$ cat config.mk
export PLATFORM = sky130hd
export DESIGN_NAME = wb_buffer_flat
export DESIGN_NICKNAME = d
export VERILOG_FILES = /design/src/rtl/wb_buffer_if.sv /design/src/rtl/wb_buffer.sv /design/src/flat_wrapper.sv
export SDC_FILE = /design/constraint.sdc
export NUM_CORES = 1
export LEC_CHECK = 0
export ABC_AREA = 1
export BUFFER_PORTS_ARGS = -buffer_cell sky130_fd_sc_hd__buf_2
export CAP_MARGIN = 40
export CORE_UTILIZATION = 30
export DETAILED_ROUTE_END_ITERATION = 6
export GPL_ROUTABILITY_DRIVEN = 0
export HOLD_SLACK_MARGIN = 0.02
export PLACE_DENSITY_LB_ADDON = 0.1
export SLEW_MARGIN = 25
export SYNTH_ARGS = -nofsm -noshare
export SYNTH_HDL_FRONTEND = slang
export SYNTH_SLANG_ARGS = --single-unit
$ cat constraint.sdc
create_clock -name clk -period 10.8 [get_ports clk]
set_clock_uncertainty 0.2 [all_clocks]
set_input_delay 2.16 -clock clk [delete_from_list [all_inputs] [get_ports clk]]
set_output_delay 2.16 -clock clk [all_outputs]
set_load 0.01 [all_outputs]
$ cat src/rtl/wb_buffer_if.sv
// Writeback buffer bus bundle.
// Carries the request handshake (in_*), the register-file write port
// (drain_en, rf_*), the two forwarding lookups (ra*, fwd_*) and the
// occupancy status (count, empty, full).
//
// Handshake: a request transfers on a rising edge where in_valid and
// in_ready are both high. in_ready does not depend on in_valid, and the
// requester holds in_wa/in_wd stable while in_valid is high.
//
// Modports:
//   slave  - the buffer itself
//   master - the stage/bench that issues requests and grants the port
interface wb_buffer_if #(
  parameter int DEPTH  = 4,
  parameter int AWIDTH = 5,
  parameter int DWIDTH = 32
);
  localparam int CW = $clog2(DEPTH + 1);

  logic              in_valid;
  logic              in_ready;
  logic [AWIDTH-1:0] in_wa;
  logic [DWIDTH-1:0] in_wd;
  logic              drain_en;
  logic              rf_we;
  logic [AWIDTH-1:0] rf_wa;
  logic [DWIDTH-1:0] rf_wd;
  logic [AWIDTH-1:0] ra1;
  logic [AWIDTH-1:0] ra2;
  logic              fwd_hit1;
  logic [DWIDTH-1:0] fwd_data1;
  logic              fwd_hit2;
  logic [DWIDTH-1:0] fwd_data2;
  logic [CW-1:0]     count;
  logic              empty;
  logic              full;

  modport slave (
    input  in_valid, in_wa, in_wd, drain_en, ra1, ra2,
    output in_ready, rf_we, rf_wa, rf_wd,
    output fwd_hit1, fwd_data1, fwd_hit2, fwd_data2,
    output count, empty, full
  );

  modport master (
    output in_valid, in_wa, in_wd, drain_en, ra1, ra2,
    input  in_ready, rf_we, rf_wa, rf_wd,
    input  fwd_hit1, fwd_data1, fwd_hit2, fwd_data2,
    input  count, empty, full
  );
endinterface

$ cat src/rtl/wb_buffer.sv
// Writeback buffer in front of the register-file write port.
// Queues writeback requests in an in-order circular FIFO, drains the head
// into the register file whenever the write port is granted, and forwards
// the youngest queued value for each of the two read addresses.
//
// Ports:
//   clk   - clock, all state updates on the rising edge
//   rst_n - asynchronous active-low reset, discards all queued writes
//   bus   - wb_buffer_if.slave: request handshake, rf write port,
//           forwarding lookups and occupancy status
module wb_buffer #(
  parameter int DEPTH  = 4,
  parameter int AWIDTH = 5,
  parameter int DWIDTH = 32
) (
  input  logic        clk,
  input  logic        rst_n,
  wb_buffer_if.slave  bus
);
  localparam int PW = $clog2(DEPTH);
  localparam int CW = $clog2(DEPTH + 1);

  logic [PW-1:0]     wr_ptr;
  logic [PW-1:0]     rd_ptr;
  logic [CW-1:0]     count_q;
  logic [DEPTH-1:0]  valid_q;
  logic [AWIDTH-1:0] wa_q [DEPTH];
  logic [DWIDTH-1:0] wd_q [DEPTH];

  logic empty_w;
  logic full_w;
  logic push;
  logic pop;

  assign empty_w = (count_q == '0);
  assign full_w  = (count_q == CW'(DEPTH));

  // in_ready looks only at the registered count, so a full buffer refuses
  // a request even in a cycle where the head is draining.
  assign bus.in_ready = !full_w;

  // Writes to x0 complete the handshake but are dropped.
  assign push = bus.in_valid && !full_w && (bus.in_wa != '0);
  assign pop  = bus.drain_en && !empty_w;

  assign bus.rf_we = pop;
  assign bus.rf_wa = empty_w ? '0 : wa_q[rd_ptr];
  assign bus.rf_wd = empty_w ? '0 : wd_q[rd_ptr];
  assign bus.count = count_q;
  assign bus.empty = empty_w;
  assign bus.full  = full_w;

  always_ff @(posedge clk or negedge rst_n) begin
    if (!rst_n) begin
      wr_ptr  <= '0;
      rd_ptr  <= '0;
      count_q <= '0;
      valid_q <= '0;
      for (int i = 0; i < DEPTH; i++) begin
        wa_q[i] <= '0;
        wd_q[i] <= '0;
      end
    end else begin
      // push and pop never target the same slot: push needs !full, and
      // pop needs !empty, so rd_ptr == wr_ptr excludes one of them.
      if (push) begin
        wa_q[wr_ptr]    <= bus.in_wa;
        wd_q[wr_ptr]    <= bus.in_wd;
        valid_q[wr_ptr] <= 1'b1;
        wr_ptr          <= wr_ptr + PW'(1);
      end
      if (pop) begin
        valid_q[rd_ptr] <= 1'b0;
        rd_ptr          <= rd_ptr + PW'(1);
      end
      case ({push, pop})
        2'b10:   count_q <= count_q + CW'(1);
        2'b01:   count_q <= count_q - CW'(1);
        default: count_q <= count_q;
      endcase
    end
  end

  // Scan from the head (oldest) towards the tail so that the last match
  // seen is the youngest one. The head still matches while it drains,
  // since the register file only updates at the edge. Incoming requests
  // are not yet in the array, so there is no same-cycle bypass.
  function automatic logic [DWIDTH:0] lookup(input logic [AWIDTH-1:0] ra);
    logic [DWIDTH:0] res;
    logic [PW-1:0]   idx;
    res = '0;
    for (int i = 0; i < DEPTH; i++) begin
      idx = rd_ptr + PW'(i);
      if (ra != '0 && valid_q[idx] && wa_q[idx] == ra)
        res = {1'b1, wd_q[idx]};
    end
    return res;
  endfunction

  always_comb begin
    {bus.fwd_hit1, bus.fwd_data1} = lookup(bus.ra1);
    {bus.fwd_hit2, bus.fwd_data2} = lookup(bus.ra2);
  end
endmodule

$ cat src/flat_wrapper.sv
// flat-port wrapper written by rule: the top's interface ports become plain ports
module wb_buffer_flat 
#(
  parameter int DEPTH  = 4,
  parameter int AWIDTH = 5,
  parameter int DWIDTH = 32
)
  (clk, rst_n, bus_in_valid, bus_in_wa, bus_in_wd, bus_drain_en, bus_ra1, bus_ra2, bus_in_ready, bus_rf_we, bus_rf_wa, bus_rf_wd, bus_fwd_hit1, bus_fwd_data1, bus_fwd_hit2, bus_fwd_data2, bus_count, bus_empty, bus_full);
  wb_buffer_if #(.DEPTH(DEPTH), .AWIDTH(AWIDTH), .DWIDTH(DWIDTH)) bus_i ();
  input  logic clk;
  input  logic rst_n;
  input wire logic [$bits(bus_i.in_valid)-1:0] bus_in_valid;
  input wire logic [$bits(bus_i.in_wa)-1:0] bus_in_wa;
  input wire logic [$bits(bus_i.in_wd)-1:0] bus_in_wd;
  input wire logic [$bits(bus_i.drain_en)-1:0] bus_drain_en;
  input wire logic [$bits(bus_i.ra1)-1:0] bus_ra1;
  input wire logic [$bits(bus_i.ra2)-1:0] bus_ra2;
  output wire logic [$bits(bus_i.in_ready)-1:0] bus_in_ready;
  output wire logic [$bits(bus_i.rf_we)-1:0] bus_rf_we;
  output wire logic [$bits(bus_i.rf_wa)-1:0] bus_rf_wa;
  output wire logic [$bits(bus_i.rf_wd)-1:0] bus_rf_wd;
  output wire logic [$bits(bus_i.fwd_hit1)-1:0] bus_fwd_hit1;
  output wire logic [$bits(bus_i.fwd_data1)-1:0] bus_fwd_data1;
  output wire logic [$bits(bus_i.fwd_hit2)-1:0] bus_fwd_hit2;
  output wire logic [$bits(bus_i.fwd_data2)-1:0] bus_fwd_data2;
  output wire logic [$bits(bus_i.count)-1:0] bus_count;
  output wire logic [$bits(bus_i.empty)-1:0] bus_empty;
  output wire logic [$bits(bus_i.full)-1:0] bus_full;
  assign bus_i.in_valid = bus_in_valid;
  assign bus_i.in_wa = bus_in_wa;
  assign bus_i.in_wd = bus_in_wd;
  assign bus_i.drain_en = bus_drain_en;
  assign bus_i.ra1 = bus_ra1;
  assign bus_i.ra2 = bus_ra2;
  assign bus_in_ready = bus_i.in_ready;
  assign bus_rf_we = bus_i.rf_we;
  assign bus_rf_wa = bus_i.rf_wa;
  assign bus_rf_wd = bus_i.rf_wd;
  assign bus_fwd_hit1 = bus_i.fwd_hit1;
  assign bus_fwd_data1 = bus_i.fwd_data1;
  assign bus_fwd_hit2 = bus_i.fwd_hit2;
  assign bus_fwd_data2 = bus_i.fwd_data2;
  assign bus_count = bus_i.count;
  assign bus_empty = bus_i.empty;
  assign bus_full = bus_i.full;
  wb_buffer #(.DEPTH(DEPTH), .AWIDTH(AWIDTH), .DWIDTH(DWIDTH)) u_core (.clk(clk), .rst_n(rst_n), .bus(bus_i));
endmodule
==> qor.txt <==
Vias in the first global route = 12100
Buffers on Ports = 160
CP Capture Point = bus_fwd_data1[13]
Post-synthesis net count = 2161
Nets = 2229
RSZ-0062 raised after global routing = false
First-pass GRT wire length = 78.0 mm
DP Area = 0.0141 sq mm
CTS tree = built
Critical path origin = u_core.rd_ptr[0]
Largest net degree at the start of global routing = 99
Post-synthesis sequential area ratio = 0.306
Vias per cell = 5.07
Worst path arrival time = 5.35 ns
Simple-Gate Fraction of Synth Area = 0.367
Post-synthesis mux area share = 0.0370
Core area = 0.0423 sq mm
Final wirelength = 51.6 mm
Final setup vio count = 0
Max Fclk = 0.130 GHz
Fraction of registers with async set/reset = 1.00
# rows = 75
Vias = 14000
Final Hold Fails = 0
DR pass1 iterations = 6
Largest family of logic cells by synthesized area = simple AND/OR/NAND/NOR gates
Total GRT Usage = 0.234
Avg WL per Cell = 18.7 um
Flop and latch count out of synthesis = 159
Clock buffer depth = 2
R2R depth = 7
Status = finished clean
Die area = 0.0442 sq mm
Mapped Area = 0.0130 sq mm
Sum Neg Setup Slack = 0 ns
Synth Instances = 2100
Compound-gate portion of the synthesized area = 0.166
Syn. warnings = 0
Initial Utilization = 0.307
Most frequent CP cell = nand2_1
Worst Path Required = 8.44 ns
Total grt overflow = 0
Clock latency on the worst-skew pair = 0.45 ns
Synthesis-to-layout area growth = 14.7%
CP Depth = 18
CTS root buffer = clkbuf_16
DR iter-0 viols = 1466
Top-count cell post-synth = nand2_1
Crit-path max FO = 66
Startpoint Class = flip-flop
Yosys top cell by area = dfrtp_1
Max incr delay on CP = 0.86 ns
Crit Path Category = flip-flop to output pin
Critical Path, Cell by Cell = inv_4 -> buf_16 -> ha_1 -> buf_4 -> inv_2 -> buf_4 -> nand3_1 -> nand2_1 -> nand2_1 -> nand2_1 -> nor2_4 -> nand3_2 -> buf_4 -> or2_0 -> nand3_1 -> nand2_1 -> nand2_1 -> buf_2
Worst R2R End = u_core.wd_q[120]
Commonest register cell after synthesis = dfrtp_1
Drt drc = 0
TritonCTS Buffers = 17
Crit Reg-Reg Startpoint = u_core.bus.count[0]
Post-synth EDFFs = 0
Slew @ Worst Pin = 0.991 ns
Synth top area share = 0.306
Top cells by area, synth = dfrtp_1 (31%), nand2_1 (20%), o21ai_0 (12%)
Initial antenna violation count = 0
Crit path buf inv count = 7
Relative slew slack = 0.332
Critical path's top delay family = buffers and inverters
Layout cells sized above 1 = 0.132
Hpwl dp = 37.6 mm
H-tree depth = 4
Adder-cell area share of the yosys netlist = 0.0102
Final period util = 0.714
Endpoint type of the worst setup path = output pin
Number of max-cap violations = 0
Clock-pin slew on the worst setup and hold paths = 0.06 ns
Syn_area_per_cell = 6.19 sq um
Reg2reg setup slack = 7.84 ns
Synth unique cells = 33
Synth top cells by count = nand2_1 (677), o21ai_0 (321), nor2_1 (215), dfrtp_1 (159), inv_1 (157)
Worst hold path type = flip-flop to flip-flop
Post-CTS sizing = 0
Slowest CP cell = dfrtp_4
Fill count = 4679
Final Critical Period = 7.71 ns
Setup Buffers After CTS = 0
TritonCTS sink count = 159
Die width = 210 um
Post-synthesis xor/xnor area fraction = 0.00808
DRT antenna net count = 0
Cell area after layout = 0.0149 sq mm
Hold-fix buffers, CTS = 0
I/O Pins = 161
Slew Limit Fails = 0
Die Y = 210 um
==> worst min path at each step <==
stage,startpoint,end,depth (start not counted)
2_1_floorplan,u_core.wd_q[100],u_core.wd_q[100],2
3_3_place_gp,u_core.wd_q[102],u_core.wd_q[102],2
3_5_place_dp,u_core.wd_q[55],u_core.wd_q[55],2
4_1_cts,u_core.wd_q[102],u_core.wd_q[102],2
5_1_grt,u_core.wd_q[96],u_core.wd_q[96],2
6_report,u_core.wd_q[112],u_core.wd_q[112],2
==> worst register-to-register path, cell delays in order (launching register included) <==
cell	delay (ns)
dfrtp_1	0.44
nor3_1	0.30
nor2_1	0.08
nand2_1	0.13
clkinv_1	0.36
nand2_2	0.58
buf_4	0.54
o21ai_0	0.20
==> metrics by stage <==
step,worst slack [ns],utilization,hold WS [ns],instances
3_5_place_dp,2.98,0.333,0.273,2720
6_report,3.09,0.352,0.287,2759
5_1_grt,2.75,0.352,0.307,2758
4_1_cts,2.49,0.349,0.289,2752
2_1_floorplan,4.96,-,0.253,2100
3_3_place_gp,3.02,0.330,0.269,2713
==> routing by layer <==
layer,share of wire,track usage,vias to the layer above
met5,0,0,-
met4,0.013,0.0539,0
met3,0.088,0.0432,43
met2,0.37,0.295,567
met1,0.53,0.390,6468
li1,-,-,6904
==> layout by cell type, fill, tap and decap left out, drive strengths merged, types with 19 or more instances in the layout <==
cell type / synthesis / layout
o21ai: 339 / 339
a21oi: 60 / 60
nand2: 678 / 678
or2: 32 / 32
mux2i: 48 / 48
buf: 97 / 194
inv: 167 / 168
nor2: 225 / 225
dfrtp: 159 / 159
nand3: 142 / 142
o21a: 19 / 19
nand4: 55 / 55
==> flip-flops by register name, indices dropped and copies added, names as in the netlist <==
name              flops
u_core.bus.count      3
u_core.rd_ptr         2
u_core.valid_q        4
u_core.wa_q          20
u_core.wd_q         128
u_core.wr_ptr         2
==> cell type report <==
type | count | area, sq um | share of cell area
diodes | 1 | 2.50 | 0.000168
clock inverters | 14 | 236 | 0.0159
flip-flops and latches | 159 | 3980 | 0.267
inverters | 170 | 643 | 0.0431
repair buffers | 194 | 1210 | 0.0811
clock buffers | 18 | 439 | 0.0295
well taps | 577 | 722 | 0.0484
multi-input cells | 1626 | 7670 | 0.515
==> logic make-up (layout without fill, tap and decap cells) <==
kind of cell | after synthesis | in the layout
AO/OA/AOI/OAI | 420 | 420
XOR/XNOR | 12 | 12
adder cells (fa/ha/maj) | 10 | 10
buffers and inverters | 315 | 396
flip-flops | 159 | 159
multiplexers | 48 | 48
other | 0 | 1
AND/OR/NAND/NOR | 1136 | 1136
Power is not shown: default switching activity piles up to over one toggle a cycle in this logic, so the estimate is an artifact.
